File: config.mk
export PLATFORM = sky130hd
export DESIGN_NAME = mul_datapath
export DESIGN_NICKNAME = d
export VERILOG_FILES = /design/src/rtl/mul_pkg.sv /design/src/rtl/mul_shift_counter.sv /design/src/rtl/mul_datapath.sv
export SDC_FILE = /design/constraint.sdc
export NUM_CORES = 1
export LEC_CHECK = 0
export CORE_UTILIZATION = 40
export DETAILED_ROUTE_END_ITERATION = 12
export PLACE_DENSITY = 0.71
export SLEW_MARGIN = 0
export SYNTH_ARGS = -nofsm -noshare
export SYNTH_HDL_FRONTEND = slang
export SYNTH_SLANG_ARGS = --single-unit
File: constraint.sdc
create_clock -name Clk -period 2.1 [get_ports Clk]
set_input_delay 0.21 -clock Clk [delete_from_list [all_inputs] [get_ports Clk]]
set_output_delay 0.21 -clock Clk [all_outputs]
set_load 0.005 [all_outputs]
File: src/rtl/mul_pkg.sv
// Shared definitions for the shift-add multiplier datapath and its control.
// Holds the default operand width, the derived register widths and the command decode.
package mul_pkg;

  localparam int MUL_WIDTH = 4;
  localparam int ACC_W     = 2*MUL_WIDTH+1;
  localparam int CNT_W     = $clog2(MUL_WIDTH+1);

  typedef enum logic [1:0] {
    CMD_NONE = 2'd0,
    CMD_LOAD = 2'd1,
    CMD_SH   = 2'd2,
    CMD_AD   = 2'd3
  } cmd_e;

  // Load beats Sh beats Ad; losers in the same cycle are dropped.
  function automatic cmd_e decode_cmd(input logic load, input logic sh, input logic ad);
    if (load) return CMD_LOAD;
    if (sh)   return CMD_SH;
    if (ad)   return CMD_AD;
    return CMD_NONE;
  endfunction

endpackage

File: src/rtl/mul_shift_counter.sv
// Shift counter: loads WIDTH on a new operation, counts shifts down to zero and then sticks.
// Flags are combinational from the count register; updates take effect on the next edge.
module mul_shift_counter #(
  parameter int WIDTH = mul_pkg::MUL_WIDTH,
  parameter int CNT_W = $clog2(WIDTH+1)
) (
  input  logic Clk,
  input  logic Reset_n,
  input  logic load_i,
  input  logic dec_i,
  output logic zero_o,
  output logic last_o
);

  logic [CNT_W-1:0] cnt_q, cnt_d;

  always_comb begin
    cnt_d = cnt_q;
    if (load_i)
      cnt_d = CNT_W'(WIDTH);
    else if (dec_i && !zero_o)
      cnt_d = cnt_q - 1'b1;
  end

  always_ff @(posedge Clk or negedge Reset_n) begin
    if (!Reset_n) cnt_q <= '0;
    else          cnt_q <= cnt_d;
  end

  assign zero_o = (cnt_q == '0);
  assign last_o = (cnt_q == CNT_W'(1));

endmodule

File: src/rtl/mul_datapath.sv
// Shift-add multiplier datapath driven by Load/Sh/Ad commands from an external control.
// Product registers at the edge of the final shift; Done pulses the cycle after, for one cycle.
module mul_datapath
  import mul_pkg::*;
#(
  parameter int WIDTH = MUL_WIDTH
) (
  input  logic               Clk,
  input  logic               Reset_n,
  input  logic               Load,
  input  logic               Sh,
  input  logic               Ad,
  input  logic [WIDTH-1:0]   Mplier,
  input  logic [WIDTH-1:0]   Mcand,
  output logic               K,
  output logic               M,
  output logic [2*WIDTH-1:0] Product,
  output logic               Done
);

  localparam int AW = 2*WIDTH+1;
  localparam int CW = $clog2(WIDTH+1);

  logic [AW-1:0]      acc_q, acc_d, acc_shr;
  logic [WIDTH-1:0]   mcand_q, mcand_d;
  logic [2*WIDTH-1:0] product_q, product_d;
  logic               done_q, done_d;
  logic [WIDTH:0]     sum;
  logic               cnt_last;
  cmd_e               cmd;

  assign cmd     = decode_cmd(Load, Sh, Ad);
  assign acc_shr = acc_q >> 1;
  assign sum     = {1'b0, acc_q[2*WIDTH-1:WIDTH]} + {1'b0, mcand_q};

  mul_shift_counter #(
    .WIDTH (WIDTH),
    .CNT_W (CW)
  ) u_cnt (
    .Clk     (Clk),
    .Reset_n (Reset_n),
    .load_i  (cmd == CMD_LOAD),
    .dec_i   (cmd == CMD_SH),
    .zero_o  (K),
    .last_o  (cnt_last)
  );

  always_comb begin
    acc_d     = acc_q;
    mcand_d   = mcand_q;
    product_d = product_q;
    done_d    = 1'b0;
    case (cmd)
      // The multiplier LSB is folded into the load so the control starts with a shift.
      CMD_LOAD: begin
        mcand_d = Mcand;
        acc_d   = {1'b0, (Mplier[0] ? Mcand : {WIDTH{1'b0}}), Mplier};
      end
      CMD_SH: begin
        if (!K) begin
          acc_d = acc_shr;
          if (cnt_last) begin
            product_d = acc_shr[2*WIDTH-1:0];
            done_d    = 1'b1;
          end
        end
      end
      CMD_AD: begin
        if (!K) acc_d[AW-1:WIDTH] = sum;
      end
      default: ;
    endcase
  end

  always_ff @(posedge Clk or negedge Reset_n) begin
    if (!Reset_n) begin
      acc_q     <= '0;
      mcand_q   <= '0;
      product_q <= '0;
      done_q    <= 1'b0;
    end else begin
      acc_q     <= acc_d;
      mcand_q   <= mcand_d;
      product_q <= product_d;
      done_q    <= done_d;
    end
  end

  assign M       = acc_q[0];
  assign Product = product_q;
  assign Done    = done_q;

endmodule

==> results of run 1 <==
==> cell usage after synthesis (2+ instances only) <==
master	number
mux2i_1	4
a2bb2oi_1	3
xnor2_1	2
a21o_1	3
o22ai_1	2
nor2_1	8
nand2_1	10
o21ai_0	5
mux2_2	12
o21bai_1	2
dfrtp_1	25
inv_1	6
ha_1	7
a21oi_1	5
==> cell families (layout without fill, tap and decap cells) <==
logic type / Yosys count / in the layout / synth area share
flip-flops: 25 / 25 / 0.494
XOR/XNOR: 2 / 2 / 0.0138
AO/OA/AOI/OAI: 26 / 26 / 0.137
multiplexers: 16 / 16 / 0.138
adder cells (fa/ha/maj): 8 / 8 / 0.0850
AND/OR/NAND/NOR: 24 / 24 / 0.0978
buffers and inverters: 9 / 36 / 0.0336
==> final cells by class <==
| cell class | count | area (um^2) | share of cell area |
|---|---|---|---|
| Clock buffer | 3 | 22.5 | 0.0142 |
| Clock inverter | 1 | 7.51 | 0.00473 |
| Inverter | 6 | 22.5 | 0.0142 |
| Multi-Input combinational cell | 76 | 601 | 0.379 |
| Sequential cell | 25 | 626 | 0.394 |
| Tap cell | 44 | 55.1 | 0.0347 |
| Timing Repair Buffer | 26 | 253 | 0.159 |
==> per-layer routing <==
layer,track usage,share of wire
met4,0.0782,0.024
met5,0,0
met3,0.0313,0.028
met2,0.282,0.49
met1,0.212,0.45
==> repair_timing <==
item                                    4_1_cts  5_1_grt
resized for setup                             0        2
setup buffers                                 0        0
endpoints found under the setup margin        0        1
hold buffers                                  0        0
==> registers in the layout, summed over array words and instances, names as in the netlist <==
signal / cells
acc_q: 9
Product: 8
mcand_q: 4
u_cnt.cnt_q: 3
Done: 1
==> metrics by stage <==
step	worst slack (ps)	hold slack [ps]	cells	utilization	total power, mW
3_3_place_gp	296	475	177	0.513	0.926
4_1_cts	54.1	240	181	0.523	1.16
3_5_place_dp	226	486	177	0.513	0.938
2_1_floorplan	355	-85.6	110	-	0.792
5_1_grt	-2.98	248	181	0.524	1.23
6_report	128	231	181	0.524	1.15
==> power breakdown <==
group	switching, mW	internal (mW)
clock network	0.151	0.0727
logic	0.139	0.194
registers	0.0468	0.546
==> final timing paths <==
path / startpoint / end / slack, ps / depth (start not counted)
min in group Clk: Mplier[3] / acc_q[3] / 450 / 3
max in group asynchronous: Reset_n / acc_q[6] / 1620 / 2
worst min register to register: Product[7] / Product[7] / 510 / 2
worst min-delay path: Reset_n / acc_q[1] / 230 / 2
worst max-delay path: u_cnt.cnt_q[0] / K / 130 / 5
worst max register to register: acc_q[4] / acc_q[6] / 190 / 6
==> metrics.log, run 1 <==
[metrics] Clock Skew: approximately 8 ps
[metrics] library cell contributing the largest single delay on the critical path: clkdlybuf4s50_1
[metrics] final max-slew violation count: 0
[metrics] largest fanout on the critical path: 5
[metrics] leading register cell type out of synthesis: dfrtp_1
[metrics] HPWL Detailed: around 1800 um
[metrics] transition time at the pin with the least slew margin: 365 ps
[metrics] Starting DRT DRC Count: 49
[metrics] number of storage elements in the synthesis netlist: 25
[metrics] count of nets after finishing: 159
[metrics] classification of the worst-slack hold path: input pin to asynchronous set/reset pin
[metrics] io pins: 24
[metrics] number of endpoints with negative hold slack in the final report: 0
[metrics] number of enable-type register cells in the synthesized netlist: 0
[metrics] Finished Cell Area: between 1500 and 2000 um^2
[metrics] detail-routed via count per cell: 5.14
[metrics] Leakage: approximately 0.74 nW
[metrics] die height: roughly 58 um
[metrics] number of buffers added by the clock tree synthesis step: 3
[metrics] core region area: 3030 um^2
[metrics] Global Route Usage Sum: 0.169
[metrics] DRC: 0
[metrics] cell chosen for the clock root: clkbuf_4
[metrics] filler cell count: about 280
[metrics] count of synthesis-stage warnings from yosys: 0
[metrics] Period Utilization, post-route: 0.939
[metrics] Req. time, crit path: about 1900 ps
[metrics] WL final: approximately 2400 um
[metrics] total global routing overflow: 0
[metrics] delay-heaviest family, CP: buffers and inverters
[metrics] number of antenna violations at the first check in global routing: 0
[metrics] relative slew slack: 0.756
[metrics] Area growth syn-to-layout: 25.3%
[metrics] slowest cell delay on critical path: about 500 ps
[metrics] clock net sink count: 25
[metrics] number of buffers on the longest clock path: 2
[metrics] first-pass GRT wire length: 4340 um
[metrics] most common cell after layout, fill and taps aside: dfrtp_1
[metrics] final-layout setup total negative slack: 0 ps
[metrics] Async S/R FF share, synth: 1.00
[metrics] detailed-router iteration count before antenna repair: 4
[metrics] Site Rows: 20
[metrics] number of antenna repair diodes: 0
[metrics] TritonCTS clock tree: yes
[metrics] fraction of layout instances using a drive strength above 1: 0.175
[metrics] Die Width: a little under 60 um
[metrics] deepest level of the CTS H-tree: 1
[metrics] signal arrival time at the worst endpoint: about 1800 ps
[metrics] library cells used by synthesis: 30
[metrics] sequential fraction of the synthesis area: 0.494
[metrics] clock latency of the later-clocked register in the worst-skew pair: approximately 320 ps
[metrics] number of buffer and inverter stages on the critical path: 3
[metrics] crit end category: output port
[metrics] drt wl/cell: ~13 um
[metrics] number of antenna-violating nets in the routed design: 0
[metrics] clock transition at the registers of the reported paths: around 150 ps
[metrics] # Max-Cap Violations: 0
[metrics] routability-driven placement congestion ratio: just over 0.8
[metrics] number of setup violations in the final report: 0
[metrics] synthesized area: approximately 1300 um^2
[metrics] Max IR drop VDD: approximately 0.00026 V
[metrics] die area: between 3000 and 4000 um^2
[metrics] Starting Density: 0.418
[metrics] mean area per synthesized cell: between 10 and 15 um^2
[metrics] Cells after Synth: 110
[metrics] Mapped Nets: 131
[metrics] Crit Path Class: flop to output port
[metrics] PwrDens: a little over 700 nW/um^2
[metrics] top cells by area, synth: dfrtp_1, mux2_2, ha_1
[metrics] share of the synthesized area in the top cell type: 0.494
[metrics] number of buffers added on ports: 23
[metrics] dominant cell type by area after synthesis: dfrtp_1
[metrics] most frequent cells in the layout: dfrtp_1, clkdlybuf4s50_1, mux2_2
[metrics] worst-path cell chain: inv_1 -> ha_2 -> nand2b_2 -> inv_2 -> clkdlybuf4s50_1
[metrics] clock period minus worst slack: between 1500 and 2000 ps
[metrics] largest net degree at the start of global routing: 26
[metrics] outcome: finished clean
[metrics] post-detailed-placement cell area: 1550 um^2
[metrics] number of global-route vias before repair: approximately 990
[metrics] Critical Path Source Type: flop
[metrics] maximum achievable frequency: between 500 and 600 MHz
[metrics] via count: between 900 and 1000
No activity file was read; power rests on OpenSTA's default activity.
==> run 2, diff against run 1 <==
--- a/config.mk
+++ b/config.mk
@@ -6,6 +6,7 @@
 export NUM_CORES = 1
 export LEC_CHECK = 0
 export CORE_UTILIZATION = 40
+export CTS_BUF_LIST = sky130_fd_sc_hd__clkbuf_4 sky130_fd_sc_hd__clkbuf_8
 export DETAILED_ROUTE_END_ITERATION = 12
 export PLACE_DENSITY = 0.71
 export SLEW_MARGIN = 0
==> results of run 2 <==
No change in the layout: final DEF, timing and power equal those of run 1.
==> run 3, diff against run 2 <==
--- a/config.mk
+++ b/config.mk
@@ -5,10 +5,10 @@
 export SDC_FILE = /design/constraint.sdc
 export NUM_CORES = 1
 export LEC_CHECK = 0
-export CORE_UTILIZATION = 40
+export CORE_UTILIZATION = 45
 export CTS_BUF_LIST = sky130_fd_sc_hd__clkbuf_4 sky130_fd_sc_hd__clkbuf_8
 export DETAILED_ROUTE_END_ITERATION = 12
-export PLACE_DENSITY = 0.71
+export PLACE_DENSITY = 0.78
 export SLEW_MARGIN = 0
 export SYNTH_ARGS = -nofsm -noshare
 export SYNTH_HDL_FRONTEND = slang
==> constraint.sdc (replaced) <==
create_clock -name Clk -period 2.6 [get_ports Clk]
set_input_delay 0.26 -clock Clk [delete_from_list [all_inputs] [get_ports Clk]]
set_output_delay 0.26 -clock Clk [all_outputs]
set_load 0.005 [all_outputs]
==> run 3 against run 2 <==
- count of clock-buffer cells in the layout unchanged
- clock power fell by 19%
- utilization is 8.3 points higher
- final cell count decreased by 8.3%
- routed wire length is 3.1% higher
- worst setup slack improved by 370 ps
- die area decreased by 11%
- global-route usage grew 2.5 points
- register-to-register slack improved by 490 ps
- worst hold slack improved by 36 ps
- first-iteration DRC count shrank 45%
- cell area shrank 1.7%
- critical endpoint unchanged
- highest routed layer unchanged
==> metrics.log, run 3 (same netlist as run 1, synthesis figures left out) <==
[metrics] outcome: finished clean
[metrics] final max-slew violation count: 0 (unchanged)
[metrics] Leakage: 0.740 nW (-0.16%)
[metrics] post-CTS resize count: 0 (unchanged)
[metrics] fraction of layout instances using a drive strength above 1: 0.154 (-0.0208)
[metrics] Die Width: 55.0 um (-5.5%)
[metrics] Clock Skew: 1.08 ps (-6.96 ps)
[metrics] clock transition at the registers of the reported paths: 140 ps (about the same)
[metrics] slowest cell delay on critical path: 530 ps (+30 ps)
[metrics] clock period minus worst slack: ~2100 ps
[metrics] part of the power in the clock network: 0.194 (about the same)
[metrics] transition time at the pin with the least slew margin: 387 ps (+21.9 ps)
[metrics] portion of total power attributed to sequential cells: 0.515 (about the same)
[metrics] switching power total: 0.276 mW (-18%)
[metrics] number of setup violations in the final report: 0 (unchanged)
[metrics] io pins: 24 (unchanged)
[metrics] Max Used Layer: met4
[metrics] detail-routed via count per cell: 5.48 (+6.6%)
[metrics] count of nets after finishing: 158 (-0.63%)
[metrics] non-filler cells, final: 166 (-8.3%)
[metrics] worst-path cell chain: inv_1 -> ha_1 -> nand2b_2 -> inv_1 -> clkdlybuf4s50_1
[metrics] largest fanout on the critical path: 5 (unchanged)
[metrics] # Max-Cap Violations: 0 (unchanged)
[metrics] internal power consumption: 0.656 mW (-19%)
[metrics] Post-CTS Hold Buffers: 0 (unchanged)
[metrics] register with the highest flop count: acc_q
[metrics] switching share of total power: 0.297 (+0.00363)
[metrics] largest net degree at the start of global routing: 26 (unchanged)
[metrics] HPWL Detailed: 1870 um (+1.2%)
[metrics] most common cell after layout, fill and taps aside: dfrtp_1
[metrics] Critical Path Source Type: flop
[metrics] Global Route Usage Sum: 0.194 (+0.0249)
[metrics] number of buffers added by the clock tree synthesis step: 3 (unchanged)
[metrics] number of antenna violations at the first check in global routing: 0 (unchanged)
[metrics] relative slew slack: 0.741 (-0.0146)
[metrics] Site Rows: 18 (-10%)
[metrics] Starting DRT DRC Count: 27 (-45%)
[metrics] Post-Place Cells: 162 (-8.5%)
[metrics] classification of the worst-slack hold path: input pin to asynchronous set/reset pin
[metrics] TritonCTS clock tree: yes
[metrics] number of antenna repair diodes: 0 (unchanged)
[metrics] delay-heaviest family, CP: buffers and inverters
[metrics] final-layout setup total negative slack: 0 ps (unchanged)
[metrics] maximum achievable frequency: approximately 480 MHz
[metrics] signal arrival time at the worst endpoint: 1840 ps (+80 ps)
[metrics] drt wl/cell: 15.2 um (+12%)
[metrics] max reg flops: 9 (unchanged)
[metrics] Max IR drop VDD: 0.000373 V (+42%)
[metrics] first-pass GRT wire length: 4020 um (-7.5%)
[metrics] die height: 55.0 um (-5.5%)
[metrics] DRC: 0 (unchanged)
[metrics] number of buffers added on ports: 23 (unchanged)
[metrics] Req. time, crit path: 2340 ps (+450 ps)
[metrics] via count: 909 (-2.3%)
[metrics] total global routing overflow: 0 (unchanged)
[metrics] post-CTS setup buffer count: 0 (unchanged)
[metrics] number of buffer and inverter stages on the critical path: 3 (unchanged)
[metrics] number of antenna-violating nets in the routed design: 0 (unchanged)
[metrics] crit end category: output port
[metrics] detailed-routed wire length on met2: 1230 um (+1.8%)
[metrics] Starting Density: 0.493 (+0.0750)
[metrics] Area growth syn-to-layout: 23.1%
[metrics] Period Utilization, post-route: 0.809
[metrics] met3 wire length: 84 um (+24%)
[metrics] clock latency of the later-clocked register in the worst-skew pair: 320 ps (about the same)
[metrics] most frequent cells in the layout: dfrtp_1, clkdlybuf4s50_1, mux2_2
[metrics] total routed wire length on the met1 layer: 1140 um (+3.2%)
[metrics] WL final: 2520 um (+3.1%)
[metrics] number of endpoints with negative hold slack in the final report: 0 (unchanged)
[metrics] number of global-route vias before repair: 880 (-11%)
[metrics] clock net sink count: 25 (unchanged)
[metrics] critical path's most frequent cell: inv_1
[metrics] r2r setup slk: 680 ps (+490 ps)
[metrics] Crit Path Class: flop to output port
[metrics] share of total power in combinational logic: 0.292 (+0.002)
[metrics] core region area: 2570 um^2 (-15%)
[metrics] routability-driven placement congestion ratio: 0.814 (-0.89%)
[metrics] PwrDens: 598 nW/um^2 (-17%)
[metrics] RSZ-0062 raised after global routing: false
[metrics] library cell contributing the largest single delay on the critical path: clkdlybuf4s50_1
[metrics] cell chosen for the clock root: clkbuf_4
[metrics] die area: 3030 um^2 (-11%)
[metrics] detailed-router iteration count before antenna repair: 4 (unchanged)
[metrics] number of buffers on the longest clock path: 2 (unchanged)
[metrics] deepest level of the CTS H-tree: 1 (unchanged)
## run 3: changes by cell type in the layout (fill, tap and decap cells not counted), sizes merged
cell  previous run  this run
buf              3         2
## run 3: through the flow
stage	power, mW	util	setup WS, ps	hold slack, ps	cell area (um^2)
2_1_floorplan	0.639	-	855	-35.6	1270
3_3_place_gp	0.745	0.596	743	472	1530
3_5_place_dp	0.759	0.596	690	479	1530
4_1_cts	0.940	0.607	487	276	1560
5_1_grt	0.986	0.607	395	287	1560
6_report	0.932	0.607	495	267	1560
## run 3: path summary, 6_finish.rpt
check                          startpoint  depth (start not counted)          to
max in group asynchronous         Reset_n                          2    acc_q[2]
min                               Reset_n                          2    acc_q[6]
min reg2reg                    Product[7]                          2  Product[7]
min in group Clk                Mplier[3]                          3    acc_q[3]
max                        u_cnt.cnt_q[0]                          5           K
max reg2reg                      acc_q[4]                          6    acc_q[6]
## run 3: power groups by stage
stage	registers (mW)	clock network [mW]	logic [mW]
after detailed placement	0.488	0	0.271
after floorplan	0.481	0	0.159
final	0.480	0.181	0.272
after global routing	0.490	0.200	0.297
after global placement	0.485	0	0.260
after CTS	0.481	0.186	0.273
## run 3: metal layers
layer | vias to the layer above | GRT usage
met5 | - | 0
met4 | 0 | 0.113
li1 | 439 | -
met2 | 20 | 0.299
met1 | 443 | 0.261
met3 | 7 | 0.0246
## run 3: area by class of cell
type	instances	area, um^2
Sequential cell	25	626
Tap cell	30	37.5
Clock buffer	3	22.5
Clock inverter	1	7.51
Multi-Input combinational cell	76	598
Timing Repair Buffer	25	245
Inverter	6	22.5
Fill cell	225	1010
